--- src/rtl/sipo_rx_ctrl_if.sv ---
// Signal bundle for sipo_rx_ctrl: serial line in, shifter sideband and byte handshake out.
// The master side is the receive controller; the slave side is the line driver / byte consumer.
interface sipo_rx_ctrl_if;
    logic       rx_in;
    logic       sipo_en;
    logic       sipo_valid;
    logic       sipo_din;
    logic [7:0] byte_out;
    logic       byte_valid;
    logic       byte_ready;
    logic       frame_err;
    logic       parity_err;
    logic       overrun;

    modport master (
        input  rx_in, byte_ready,
        output sipo_en, sipo_valid, sipo_din, byte_out, byte_valid,
               frame_err, parity_err, overrun
    );

    modport slave (
        output rx_in, byte_ready,
        input  sipo_en, sipo_valid, sipo_din, byte_out, byte_valid,
               frame_err, parity_err, overrun
    );
endinterface

--- src/rtl/sipo_rx_ctrl.sv ---
// Oversampling serial receive controller: frames an idle-high line into bytes with valid/ready hand-off.
// Define RX_PARITY_EN to add an even-parity bit between the data bits and the stop bit.
module sipo_rx_ctrl #(
    parameter int CLKS_PER_BIT = 16
) (
    input  logic           clk,
    input  logic           rst,
    sipo_rx_ctrl_if.master bus
);
    localparam int              CW       = $clog2(CLKS_PER_BIT);
    localparam logic [CW-1:0]   LAST_CNT = CW'(CLKS_PER_BIT - 1);
    localparam logic [CW-1:0]   HALF_CNT = CW'(CLKS_PER_BIT / 2 - 1);

`ifdef RX_PARITY_EN
    typedef enum logic [2:0] {IDLE, START, DATA, PARITY, STOP} state_t;
`else
    typedef enum logic [2:0] {IDLE, START, DATA, STOP} state_t;
`endif

    state_t          r_state;
    logic [1:0]      r_sync;
    logic [CW-1:0]   r_cnt;
    logic [2:0]      r_bitCnt;
    logic [7:0]      r_shift;
    logic            r_sipoEn;
    logic            r_sipoValid;
    logic            r_sipoDin;
    logic [7:0]      r_byteOut;
    logic            r_byteValid;
    logic            r_frameErr;
    logic            r_overrun;
    logic            w_rxs;
    logic            w_parBad;

`ifdef RX_PARITY_EN
    logic            r_parAcc;
    logic            r_parBad;
    logic            r_parErr;
    assign w_parBad       = r_parBad;
    assign bus.parity_err = r_parErr;
`else
    assign w_parBad       = 1'b0;
    assign bus.parity_err = 1'b0;
`endif

    assign w_rxs          = r_sync[1];
    assign bus.sipo_en    = r_sipoEn;
    assign bus.sipo_valid = r_sipoValid;
    assign bus.sipo_din   = r_sipoDin;
    assign bus.byte_out   = r_byteOut;
    assign bus.byte_valid = r_byteValid;
    assign bus.frame_err  = r_frameErr;
    assign bus.overrun    = r_overrun;

    always_ff @(posedge clk) begin
        if (!rst) begin
            r_state     <= IDLE;
            r_sync      <= 2'b11;
            r_cnt       <= '0;
            r_bitCnt    <= '0;
            r_shift     <= '0;
            r_sipoEn    <= 1'b0;
            r_sipoValid <= 1'b0;
            r_sipoDin   <= 1'b0;
            r_byteOut   <= '0;
            r_byteValid <= 1'b0;
            r_frameErr  <= 1'b0;
            r_overrun   <= 1'b0;
`ifdef RX_PARITY_EN
            r_parAcc    <= 1'b0;
            r_parBad    <= 1'b0;
            r_parErr    <= 1'b0;
`endif
        end else begin
            r_sync      <= {r_sync[0], bus.rx_in};
            r_sipoValid <= 1'b0;
            r_frameErr  <= 1'b0;
            r_overrun   <= 1'b0;
`ifdef RX_PARITY_EN
            r_parErr    <= 1'b0;
`endif
            // An accept is overridden below when a new byte lands in the same cycle.
            if (r_byteValid && bus.byte_ready) begin
                r_byteValid <= 1'b0;
            end

            case (r_state)
                IDLE: begin
                    if (!w_rxs) begin
                        r_state <= START;
                        r_cnt   <= '0;
                    end
                end
                START: begin
                    if (r_cnt == HALF_CNT) begin
                        if (!w_rxs) begin
                            r_state  <= DATA;
                            r_cnt    <= '0;
                            r_bitCnt <= '0;
                            r_sipoEn <= 1'b1;
`ifdef RX_PARITY_EN
                            r_parAcc <= 1'b0;
`endif
                        end else begin
                            r_state <= IDLE;
                        end
                    end else begin
                        r_cnt <= r_cnt + 1'b1;
                    end
                end
                DATA: begin
                    if (r_cnt == LAST_CNT) begin
                        r_cnt       <= '0;
                        r_sipoValid <= 1'b1;
                        r_sipoDin   <= w_rxs;
                        r_shift     <= {w_rxs, r_shift[7:1]};
                        r_bitCnt    <= r_bitCnt + 3'd1;
`ifdef RX_PARITY_EN
                        r_parAcc    <= r_parAcc ^ w_rxs;
                        if (r_bitCnt == 3'd7) r_state <= PARITY;
`else
                        if (r_bitCnt == 3'd7) r_state <= STOP;
`endif
                    end else begin
                        r_cnt <= r_cnt + 1'b1;
                    end
                end
`ifdef RX_PARITY_EN
                PARITY: begin
                    if (r_cnt == LAST_CNT) begin
                        r_cnt    <= '0;
                        r_parBad <= r_parAcc ^ w_rxs;
                        r_state  <= STOP;
                    end else begin
                        r_cnt <= r_cnt + 1'b1;
                    end
                end
`endif
                STOP: begin
                    if (r_cnt == LAST_CNT) begin
                        r_cnt    <= '0;
                        r_sipoEn <= 1'b0;
                        r_state  <= IDLE;
                        if (!w_rxs) begin
                            r_frameErr <= 1'b1;
                        end else if (w_parBad) begin
`ifdef RX_PARITY_EN
                            r_parErr <= 1'b1;
`endif
                        end else begin
                            r_byteOut   <= r_shift;
                            r_byteValid <= 1'b1;
                            r_overrun   <= r_byteValid && !bus.byte_ready;
                        end
                    end else begin
                        r_cnt <= r_cnt + 1'b1;
                    end
                end
                default: r_state <= IDLE;
            endcase
        end
    end
endmodule

--- src/flat_wrapper.sv ---
// flat-port wrapper written by rule: the top's interface ports become plain ports
module sipo_rx_ctrl_flat 
#(
    parameter int CLKS_PER_BIT = 16
)
  (clk, rst, bus_rx_in, bus_byte_ready, bus_sipo_en, bus_sipo_valid, bus_sipo_din, bus_byte_out, bus_byte_valid, bus_frame_err, bus_parity_err, bus_overrun);
  sipo_rx_ctrl_if bus_i ();
  input  logic clk;
  input  logic rst;
  input wire logic [$bits(bus_i.rx_in)-1:0] bus_rx_in;
  input wire logic [$bits(bus_i.byte_ready)-1:0] bus_byte_ready;
  output wire logic [$bits(bus_i.sipo_en)-1:0] bus_sipo_en;
  output wire logic [$bits(bus_i.sipo_valid)-1:0] bus_sipo_valid;
  output wire logic [$bits(bus_i.sipo_din)-1:0] bus_sipo_din;
  output wire logic [$bits(bus_i.byte_out)-1:0] bus_byte_out;
  output wire logic [$bits(bus_i.byte_valid)-1:0] bus_byte_valid;
  output wire logic [$bits(bus_i.frame_err)-1:0] bus_frame_err;
  output wire logic [$bits(bus_i.parity_err)-1:0] bus_parity_err;
  output wire logic [$bits(bus_i.overrun)-1:0] bus_overrun;
  assign bus_i.rx_in = bus_rx_in;
  assign bus_i.byte_ready = bus_byte_ready;
  assign bus_sipo_en = bus_i.sipo_en;
  assign bus_sipo_valid = bus_i.sipo_valid;
  assign bus_sipo_din = bus_i.sipo_din;
  assign bus_byte_out = bus_i.byte_out;
  assign bus_byte_valid = bus_i.byte_valid;
  assign bus_frame_err = bus_i.frame_err;
  assign bus_parity_err = bus_i.parity_err;
  assign bus_overrun = bus_i.overrun;
  sipo_rx_ctrl #(.CLKS_PER_BIT(CLKS_PER_BIT)) u_core (.clk(clk), .rst(rst), .bus(bus_i));
endmodule
--- config.mk ---
export PLATFORM = sky130hd
export DESIGN_NAME = sipo_rx_ctrl_flat
export DESIGN_NICKNAME = d
export VERILOG_FILES = /design/src/rtl/sipo_rx_ctrl_if.sv /design/src/rtl/sipo_rx_ctrl.sv /design/src/flat_wrapper.sv
export SDC_FILE = /design/constraint.sdc
export NUM_CORES = 1
export LEC_CHECK = 0
export CAP_MARGIN = 10
export CORE_ASPECT_RATIO = 1.75
export CORE_MARGIN = 2
export CORE_UTILIZATION = 60
export CTS_BUF_LIST = sky130_fd_sc_hd__clkbuf_4
export DETAILED_ROUTE_END_ITERATION = 10
export GPL_TIMING_DRIVEN = 0
export PLACE_DENSITY = 0.86
export SKIP_CTS_REPAIR_TIMING = 1
export SYNTH_ARGS = -nofsm -noshare
export SYNTH_HDL_FRONTEND = slang
export SYNTH_SLANG_ARGS = --single-unit
--- constraint.sdc ---
create_clock -name clk -period 3.1 [get_ports clk]
set_input_delay 0.62 -clock clk [delete_from_list [all_inputs] [get_ports clk]]
set_output_delay 0.62 -clock clk [all_outputs]
set_load 0.01 [all_outputs]
# Yosys cells after proc, flatten, opt, wreduce, memory -nomap -nowiden
# Cells that the tools add are included.
op_classes:
  bitwise: 0
  n_mux: 25
  n_div: 0
  shift: 0
  n_mul: 0
  n_addsub: 2
  n_eq_ne: 12
  magnitude_cmp: 0
  n_reduce_logical: 16
ops:
  columns: ["op", "count"]
  rows:
  - ["3-bit two-way mux", 8]
  - ["4-bit two-way mux", 3]
  - ["3-bit case mux with 4 select lines", 1]
  - ["4-bit case mux with 3 select lines", 1]
  - ["4-bit AND reduction", 3]
  - ["1-bit two-way mux", 9]
  - ["2-bit by 1-bit != test with 1-bit output (second input constant)", 4]
  - ["3-bit by 2-bit == test with 1-bit output (second input constant)", 2]
  - ["3-bit case mux with 2 select lines", 1]
  - ["3-bit AND reduction", 2]
  - ["5-bit AND reduction", 1]
  - ["4-bit by 1-bit adder with 4-bit output (second input constant)", 1]
  - ["4-bit by 3-bit == test with 1-bit output (second input constant)", 1]
  - ["4-bit == test (second input constant)", 1]
  - ["2-bit != test (second input constant)", 2]
  - ["2-bit AND reduction", 2]
  - ["2-bit nonzero test", 2]
  - ["3-bit by 1-bit adder with 3-bit output (second input constant)", 1]
  - ["3-bit by 1-bit == test with 1-bit output (second input constant)", 1]
  - ["3-bit == test (second input constant)", 1]
  - ["3-bit zero test", 1]
  - ["3-bit nonzero test", 1]
  - ["1-bit logical AND", 2]
  - ["2-bit two-way mux", 1]
  - ["3 further kinds", 3]
word_totals:
  out_inout_bits: 15
  memories: 0
  latchBits: 0
  input_bits: 4
  mem_bits_ro: 0
  register_bits: 34
  wordCells: 67
  mem_bits_rw: 0

# Longest topological paths before layout
# Gate-level depths: netlist of run 1.
logic_depth:
  depth_word: 5
  depth_mapped: 6
  ltp_nobuf: 4

# Worst setup path after synthesis of run 1
# OpenSTA, ideal clock, no wires.
synth_timing:
  path_kind: "reg2reg"
  startpoint: "register u_core.r_cnt[0]"
  endpoint: "register u_core.r_state[0]"
  setup_ps: 120
  setup_slack_ps: 1789
  period_less_slack_ps: 1311
  t_required_ps: 2980
  arrival_time_ps: 1191
  path_buffers: 1
  path_stages_with_launch: 6
  path_cell_list: "dfxtp_1 > ha_1 > and4_1 > buf_6 > a211oi_1 > nor2_1"
synth_between:
  elab_chain_len: 3
  elab_cells_between_ends: 6
  cone_classes: "eq/ne (5); reduce/logical (1)"
synth_rtl:
  columns: ["item", "line", "text"]
  rows:
  - ["from (decl)", "sipo_rx_ctrl.sv:22", "logic [CW-1:0] r_cnt;"]
  - ["from (signal assigned)", "sipo_rx_ctrl.sv:108", "r_cnt <= r_cnt + 1'b1;"]
  - ["from (signal assigned)", "sipo_rx_ctrl.sv:125", "r_cnt <= r_cnt + 1'b1;"]
  - ["from (signal assigned)", "sipo_rx_ctrl.sv:156", "r_cnt <= r_cnt + 1'b1;"]
  - ["4-bit == test or 4-bit by 3-bit == test with 1-bit output (tied branches)", "sipo_rx_ctrl.sv:112, sipo_rx_ctrl.sv:140, sipo_rx_ctrl.sv:95", null]
  - ["2-bit by 1-bit != test with 1-bit output (no line)", null, null]
  - ["5-bit AND reduction (no line) (*)", null, null]
  - ["to (signal assigned)", "sipo_rx_ctrl.sv:122", "if (r_bitCnt == 3'd7) r_state <= STOP;"]
  - ["to (signal assigned)", "sipo_rx_ctrl.sv:143", "r_state <= IDLE;"]
  - ["to (signal assigned)", "sipo_rx_ctrl.sv:159", "default: r_state <= IDLE;"]
  - ["to (decl)", "sipo_rx_ctrl.sv:20", "state_t r_state;"]
# Every way passes the cells marked *; elsewhere a longest branch is shown, timed or not.
# A chain may end at the register's enable or synchronous reset.

# Worst setup path after layout of run 1
layout_timing:
  startpoint: "register u_core.r_sipoDin, in the netlist u_core.bus.sipo_din"
  endpoint: "output bus_sipo_din"
layout_lines:
  columns: ["item", "line", "text"]
  rows:
  - ["from (decl)", "sipo_rx_ctrl.sv:27", "logic r_sipoDin;"]
  - ["from (signal assigned)", "sipo_rx_ctrl.sv:115", "r_sipoDin <= w_rxs;"]
  - ["to (decl)", "flat_wrapper.sv:14", "output wire logic [$bits(bus_i.sipo_din)-1:0] bus_sipo_din;"]
# No word-level cell between the ends.

==> flow_summary.json, run 1 <==
{
  "overflow": 0,
  "synthCells": 165,
  "final_nets": 196,
  "wirelength_mm": 3.25,
  "path_clk_slew_ns": 0.09,
  "ys_seq_area_share_pct": 44.6,
  "drv_cap": 0,
  "async_flop_share_pct": 0,
  "dpl.hpwl_mm": 2.37,
  "end_kind": "output pin",
  "final.period_utilization_pct": 61.9,
  "drcViolationCount": 0,
  "cpMaxStageDelayCell": "clkdlybuf4s50_1",
  "whs_ns": 0.441,
  "leakage_nw": 0.615,
  "gp_congestion": 0.796,
  "dr.pass1.iters": 4,
  "synth-edff-count": 0,
  "clk_latency_ns": 0.35,
  "routedWlPerCell_um": 15.1,
  "ys_ff_latch": 32,
  "io_pins": 19,
  "clkSinkCount": 32,
  "hold_viol_final": 0,
  "synth_flop_cell": "dfxtp_1",
  "cts_tree": "done",
  "slew_viol_final": 0,
  "yosysTopAreaCell": "dfxtp_1",
  "die_h_um": 68.8,
  "synth_cell_types": 41,
  "cts_root_buffer": "clkbuf_4",
  "crit_fanout": 4,
  "required_ns": 2.48,
  "avgSynthCellArea_um2": 8.71,
  "synth_fp_nets": 172,
  "rows": 23,
  "antenna_left": 0,
  "worst-path-buf-inv": 1,
  "die_w_um": 41,
  "setup-tns-final_ns": 0,
  "yosys-top-cells-area": "dfxtp_1 45%, a21oi_1 7.3%, nand3_1 5.9%",
  "finClkSkew_ns": 0.0108,
  "critPathMaxStageDelay_ns": 0.57,
  "cts_buffers": 5,
  "antenna_found_initial": 0,
  "crit_chain": "clkdlybuf4s50_1",
  "yosys_warnings": 0,
  "rsz0062_at_grt": "no",
  "max-vdd-ir-drop_mv": 0.436,
  "vias": 1290,
  "grt_pass1_wl_mm": 5.23,
  "diodes": 0,
  "critPathTopFamily": "buffers and inverters",
  "grt_max_degree": 11,
  "worstSetupStartpointType": "register",
  "netlist_area_um2": 1440,
  "status": "complete, no violations",
  "htree_levels": 2,
  "drtIter0Drc": 33,
  "start_util_pct": 63.2,
  "hp-class": "reg2reg",
  "crit_type": "reg2out",
  "dieArea_um2": 2820,
  "arrival_ns": 1.30,
  "clock.fmax_mhz": 521,
  "track_usage_pct": 28.2,
  "setup_viol": 0,
  "cts_buffer_depth": 2,
  "core_area_um2": 2270,
  "pre_cts_slack_ns": 1.09,
  "power_per_cell_area_nw_per_um2": 411,
  "drive_gt1_share_pct": 12.1,
  "synth_top_cell_area_share_pct": 44.6,
  "area_growth_syn_to_layout_pct": 17.9,
  "grt_pass1_vias": 1218,
  "min_period_ns": 1.92,
  "fin_ws_ns": 1.18,
  "routed_via_density": 6.00,
  "numPortBuffers": 17
}
-- cells by family (layout without fill, tap and decap cells) --
kind of cell	count (synthesis)	after routing	synth area share, %
other	1	1	0.261
flip-flops	32	32	44.6
AND/OR/NAND/NOR	53	53	20.5
buffers and inverters	21	46	8.88
XOR/XNOR	1	1	0.609
AO/OA/AOI/OAI	54	54	22.5
adder cells (fa/ha/maj)	3	3	2.61
-- cell type report --
cell class | instances | area, um2
clock buffer | 7 | 52.6
clock inverter | 1 | 3.75
inverter | 5 | 18.8
fill | 184 | 578
multi-input combinational | 112 | 669
timing repair buffer | 17 | 170
tap | 25 | 31.3
buffer | 16 | 109
sequential | 32 | 641
-- flip-flops by register name, indices dropped and copies added (netlist names) --
register / cells
u_core.r_shift: 7
u_core.bus.byte_out: 8
u_core.bus.frame_err: 1
u_core.r_state: 2
u_core.r_sync: 2
u_core.r_cnt: 4
u_core.bus.overrun: 1
u_core.bus.sipo_din: 1
u_core.bus.sipo_valid: 1
u_core.r_bitCnt: 3
u_core.bus.sipo_en: 1
u_core.bus.byte_valid: 1
-- cell usage after synthesis, types with 2 or more instances --
cell type	count
a211oi_1	2
a21oi_1	21
o21ai_0	17
and2_1	2
ha_1	3
nand2_1	8
nand4_1	2
o211ai_1	3
nand2b_1	2
clkbuf_1	4
o2111ai_1	2
dfxtp_1	32
and3_1	2
nand3_1	17
buf_2	5
and4_1	2
inv_1	5
o32ai_1	2
nor2b_1	2
buf_4	5
nor2_1	5
nor3_1	2
and3b_1	2
-- through the flow --
step | area (um2) | cells | util, % | power [mW]
4_1_cts | 1700 | 215 | 74.6 | 0.697
2_1_floorplan | 1440 | 165 | - | 0.449
6_report | 1700 | 215 | 74.6 | 0.697
3_5_place_dp | 1640 | 207 | 72.1 | 0.461
5_1_grt | 1700 | 215 | 74.6 | 0.718
3_3_place_gp | 1640 | 207 | 72.1 | 0.460
-- metal layers --
layer / up-vias / routed length (um) / track usage, %
li1: 644 / - / -
met1: 587 / 1270 / 25.8
met2: 45 / 1720 / 49.8
met3: 14 / 144 / 6.09
met4: 0 / 119 / 20.8
met5: - / 0 / 0
-- cells in the final DEF, fill, tap and decap left out, types with 2 or more instances in the layout --
| master | count |
|---|---|
| and4_1 | 2 |
| nand2_1 | 8 |
| a211oi_1 | 2 |
| nand2b_1 | 2 |
| clkbuf_1 | 4 |
| and3b_1 | 2 |
| nor2b_1 | 2 |
| dfxtp_1 | 32 |
| ha_1 | 3 |
| and3_1 | 2 |
| inv_1 | 5 |
| nor2_1 | 5 |
| o21ai_0 | 17 |
| clkdlybuf4s50_1 | 17 |
| buf_2 | 5 |
| o2111ai_1 | 2 |
| a21oi_1 | 21 |
| clkbuf_4 | 7 |
| and2_1 | 2 |
| o211ai_1 | 3 |
| o32ai_1 | 2 |
| nand3_1 | 17 |
| nand4_1 | 2 |
| buf_4 | 5 |
| nor3_1 | 2 |
-- path summary, 6_finish.rpt --
check	endpoint	startpoint	cells past startpoint	slack (ns)
max	bus_sipo_din	u_core.bus.sipo_din$_SDFFE_PN0P_	1	1.18
min	u_core.r_sync[1]$_SDFF_PN1_	u_core.r_sync[0]$_SDFF_PN1_	1	0.44
max reg2reg	u_core.bus.byte_out[4]$_SDFFE_PN0P_	u_core.r_cnt[0]$_SDFFE_PN0P_	5	1.43
min reg2reg	u_core.r_sync[1]$_SDFF_PN1_	u_core.r_sync[0]$_SDFF_PN1_	1	0.44
-- where the power goes --
part	switching [mW]	internal [mW]
Clock	0.141	0.105
Combinational	0.0231	0.0132
Sequential	0.00236	0.414
Total	0.166	0.531
Power figures use the tool's default switching activity.
==> inputs of run 2 (changes only) <==
--- a/config.mk
+++ b/config.mk
@@ -8,11 +8,11 @@
 export CAP_MARGIN = 10
 export CORE_ASPECT_RATIO = 1.75
 export CORE_MARGIN = 2
-export CORE_UTILIZATION = 60
+export CORE_UTILIZATION = 56
 export CTS_BUF_LIST = sky130_fd_sc_hd__clkbuf_4
 export DETAILED_ROUTE_END_ITERATION = 10
 export GPL_TIMING_DRIVEN = 0
-export PLACE_DENSITY = 0.86
+export PLACE_DENSITY = 0.81
 export SKIP_CTS_REPAIR_TIMING = 1
 export SYNTH_ARGS = -nofsm -noshare
 export SYNTH_HDL_FRONTEND = slang
==> constraint.sdc (replaced) <==
create_clock -name clk -period 1.9 [get_ports clk]
set_input_delay 0.38 -clock clk [delete_from_list [all_inputs] [get_ports clk]]
set_output_delay 0.38 -clock clk [all_outputs]
set_load 0.01 [all_outputs]
==> flow_summary.json, run 2 (synthesis gave the netlist of run 1 again) <==
{
  "status": "complete, no violations",
  "required_ns": 1.52,
  "leakage_nw": 0.608,
  "diodes": 0,
  "layout_commonest_cell": "dfxtp_1",
  "clk_latency_ns": 0.34,
  "antenna_left": 0,
  "die_w_um": 42.3,
  "dp_cells": 208,
  "instances_no_fill": 215,
  "final_nets": 196,
  "cpMaxStageDelayCell": "clkdlybuf4s50_1",
  "dr.pass1.iters": 4,
  "htree_levels": 2,
  "clock.fmax_mhz": 603,
  "numPortBuffers": 17,
  "dpl.hpwl_mm": 2.36,
  "worstSetupStartpointType": "register",
  "slew_viol_final": 0,
  "antenna_found_initial": 0,
  "gp_congestion": 0.858,
  "grt_pass1_vias": 1330,
  "rows": 24,
  "finClkSkew_ns": 0.00293,
  "switching_share_pct": 24.9,
  "rsz0062_at_grt": "no",
  "crit_chain": "clkdlybuf4s50_1",
  "combPwrFrac_pct": 5.4,
  "min_period_ns": 1.66,
  "vias": 1303,
  "hp-class": "reg2reg",
  "gr-usage-met2_pct": 42.9,
  "setup_viol": 0,
  "overflow": 0,
  "largest_reg_flops": 8,
  "drv_cap": 0,
  "power_switching_mw": 0.273,
  "worst-path-buf-inv": 1,
  "routed_via_density": 6.06,
  "drcViolationCount": 0,
  "p_seq_share_pct": 61.8,
  "critPathMaxStageDelay_ns": 0.55,
  "postLayoutCoreUtil_pct": 68.4,
  "top_usage_layer": "met2",
  "power_per_cell_area_nw_per_um2": 652,
  "cts_buffer_depth": 2,
  "track_usage_pct": 24.9,
  "crit_type": "reg2out",
  "clock_power_share_pct": 32.8,
  "cts_tree": "done",
  "wirelength_mm": 3.27,
  "arrival_ns": 1.28,
  "clkSinkCount": 32,
  "crit_fanout": 4,
  "start_util_pct": 58.4,
  "use_met1_pct": 25.5,
  "die_h_um": 71.0,
  "cts_buffers": 5,
  "drtIter0Drc": 51,
  "core_area_um2": 2460,
  "dieArea_um2": 3000,
  "cts_root_buffer": "clkbuf_4",
  "hold_viol_final": 0,
  "final.period_utilization_pct": 87.2,
  "routedWlPerCell_um": 15.2,
  "nFillCells": 205,
  "critPathTopFamily": "buffers and inverters",
  "layout_common_cells": "32 x dfxtp_1, 21 x a21oi_1, 17 x nand3_1, 17 x o21ai_0, 17 x clkdlybuf4s50_1",
  "grt_max_degree": 11,
  "max-vdd-ir-drop_mv": 0.418,
  "power_mw": 1.10,
  "path_clk_slew_ns": 0.10,
  "drive_gt1_share_pct": 11.1,
  "setup-tns-final_ns": 0,
  "grt_pass1_wl_mm": 5.82,
  "area_growth_syn_to_layout_pct": 17.2,
  "end_kind": "output pin",
  "io_pins": 19,
  "grt_util_met3_pct": 6.38,
  "intPower_mw": 0.825
}
-- run 2: changes by cell type in the layout (fill, tap and decap cells not counted) --
cell / delta
clkinv_1: +1
clkbuf_4: -2
-- run 2: metal layers --
metal	up-vias	routed length (um)
li1	639	-
met1	613	1240
met2	41	1780
met3	10	146
met4	0	95
met5	-	0
-- run 2: layout make-up --
cell class              instances  area, um2  share of cell area, %
plain buffers                  16        109                   6.46
clock buffers                   5       37.5                   2.23
clock inverters                 2       7.51                  0.445
inverters                       5       18.8                   1.11
multi-input cells             112        669                   39.7
flip-flops and latches         32        641                   38.0
well taps                      26       32.5                   1.93
repair buffers                 17        170                   10.1
-- run 2: power groups by stage --
stage	clock (mW)	combinational (mW)	sequential (mW)
after floorplan	0	0.0396	0.693
after global placement	0	0.0569	0.694
after detailed placement	0	0.0582	0.694
after CTS	0.362	0.0585	0.679
after global routing	0.391	0.0647	0.680
final	0.360	0.0593	0.679
-- run 2: path summary, 6_finish.rpt --
kind | startpoint | to | slack [ns] | cells past startpoint
setup / recovery | u_core.bus.sipo_din$_SDFFE_PN0P_ | bus_sipo_din | 0.24 | 1
hold / removal | u_core.r_sync[0]$_SDFF_PN1_ | u_core.r_sync[1]$_SDFF_PN1_ | 0.42 | 1
setup reg to reg | u_core.r_cnt[1]$_SDFFE_PN0P_ | u_core.bus.byte_out[3]$_SDFFE_PN0P_ | 0.30 | 5
hold reg to reg | u_core.r_sync[0]$_SDFF_PN1_ | u_core.r_sync[1]$_SDFF_PN1_ | 0.42 | 1
-- run 2: per-stage QoR --
stage / setup WS, ns / hold slack (ns) / instance area [um2]
3_5_place_dp: 0.199 / 0.397 / 1640
6_report: 0.242 / 0.416 / 1690
2_1_floorplan: 0.589 / 0.386 / 1440
3_3_place_gp: 0.253 / 0.390 / 1640
5_1_grt: 0.0836 / 0.449 / 1690
4_1_cts: 0.242 / 0.419 / 1690
==> inputs of run 3 (changes only) <==
--- a/config.mk
+++ b/config.mk
@@ -6,13 +6,13 @@
 export NUM_CORES = 1
 export LEC_CHECK = 0
 export CAP_MARGIN = 10
-export CORE_ASPECT_RATIO = 1.75
-export CORE_MARGIN = 2
-export CORE_UTILIZATION = 56
+export CORE_MARGIN = 5
+export CORE_UTILIZATION = 64
 export CTS_BUF_LIST = sky130_fd_sc_hd__clkbuf_4
 export DETAILED_ROUTE_END_ITERATION = 10
+export DONT_BUFFER_PORTS = 1
 export GPL_TIMING_DRIVEN = 0
-export PLACE_DENSITY = 0.81
+export PLACE_DENSITY = 0.8
 export SKIP_CTS_REPAIR_TIMING = 1
 export SYNTH_ARGS = -nofsm -noshare
 export SYNTH_HDL_FRONTEND = slang
==> flow_summary.json, run 3 (synthesis gave the netlist of run 1 again) <==
{
  "status": "complete, no violations",
  "start_util_pct": 66.3,
  "area_growth_syn_to_layout_pct": 8.01,
  "core_area_um2": 2170,
  "slew_viol_final": 0,
  "gp_congestion": 0.821,
  "drive_gt1_share_pct": 13.9,
  "power_per_cell_area_nw_per_um2": 806,
  "path_clk_slew_ns": 0.09,
  "dp_cells": 193,
  "drtIter0Drc": 56,
  "finClkSkew_ns": 0.00693,
  "drv_cap": 0,
  "drcViolationCount": 0,
  "grt_max_degree": 11,
  "setup_viol": 0,
  "grt_pass1_wl_mm": 5.32,
  "largest_reg_flops": 8,
  "rows": 17,
  "final_cell_area_um2": 1550,
  "htree_levels": 2,
  "worstSetupStartpointType": "register",
  "layout_common_cells": "32 x dfxtp_1, 21 x a21oi_1, 17 x nand3_1, 17 x o21ai_0, 8 x nand2_1",
  "hold_viol_final": 0,
  "final_nets": 179,
  "min_period_ns": 1.56,
  "crit_type": "reg2reg",
  "antenna_found_initial": 0,
  "instances_no_fill": 201,
  "cts_tree": "done",
  "fin_ws_ns": 0.343,
  "die_w_um": 57.4,
  "io_pins": 19,
  "arrival_ns": 1.77,
  "overflow": 0,
  "dpl.hpwl_mm": 2.12,
  "antenna_left": 0,
  "routed_via_density": 6.16,
  "diodes": 0,
  "crit_fanout": 10,
  "layout_commonest_cell": "dfxtp_1",
  "cts_buffers": 5,
  "pre_cts_slack_ns": 0.353,
  "setup-tns-final_ns": 0,
  "cts_root_buffer": "clkbuf_4",
  "cts_buffer_depth": 2,
  "grt_pass1_vias": 1131,
  "clock.fmax_mhz": 642,
  "required_ns": 2.11,
  "power_mw": 1.25,
  "vias": 1239,
  "die_h_um": 57.4,
  "final.period_utilization_pct": 82.0,
  "leakage_nw": 0.568,
  "dr.pass1.iters": 4,
  "clkSinkCount": 32,
  "dieArea_um2": 3290,
  "rsz0062_at_grt": "no",
  "clk_latency_ns": 0.34,
  "numPortBuffers": 0,
  "wirelength_mm": 3.14,
  "hp-class": "in2reg",
  "routedWlPerCell_um": 15.6,
  "end_kind": "register",
  "track_usage_pct": 20.9,
  "max-vdd-ir-drop_mv": 0.624,
  "dpl_cell_area_um2": 1470
}
-- run 3: critical path: stages (launching register included) --
cell	delay, ns
dfxtp_1	0.40
ha_1	0.30
nand4_1	0.18
clkbuf_1	0.24
o21ai_0	0.22
a21oi_1	0.09
-- run 3: layout make-up --
type | count | area [um2]
plain buffers | 16 | 109
clock buffers | 6 | 45.0
clock inverters | 2 | 35.0
fillers | 179 | 617
inverters | 5 | 18.8
multi-input cells | 112 | 669
flip-flops and latches | 32 | 641
well taps | 28 | 35.0
-- run 3: through the flow --
stage / hold slack, ns / utilization, %
floorplan: 0.386 / -
global placement: 0.398 / 67.9
detailed placement: 0.405 / 67.9
CTS: 0.101 / 71.6
global route: 0.0920 / 71.6
finish: 0.105 / 71.6
-- run 3: path summary, 6_finish.rpt --
path	startpoint	to	slack [ns]	depth (start not counted)
hold reg to reg	u_core.r_sync[0]$_SDFF_PN1_	u_core.r_sync[1]$_SDFF_PN1_	0.43	1
setup / recovery	u_core.r_cnt[1]$_SDFFE_PN0P_	u_core.bus.byte_out[2]$_SDFFE_PN0P_	0.34	5
setup reg to reg	u_core.r_cnt[1]$_SDFFE_PN0P_	u_core.bus.byte_out[2]$_SDFFE_PN0P_	0.34	5
hold / removal	rst	u_core.r_sync[0]$_SDFF_PN1_	0.11	1
-- run 3: power breakdown --
part	switching, mW	leakage (nW)	total (mW)	internal [mW]
clock network	0.230	0.0456	0.520	0.290
registers	0.00317	0.258	0.678	0.675
logic	0.0368	0.264	0.0533	0.0165
-- run 3: layer usage --
metal | vias up | track usage, % | routed length [um]
met3 | 11 | 7.24 | 247
met4 | 0 | 8.28 | 71
met1 | 573 | 25.9 | 1330
met2 | 52 | 33.2 | 1490
li1 | 603 | - | -
met5 | - | 0 | 0
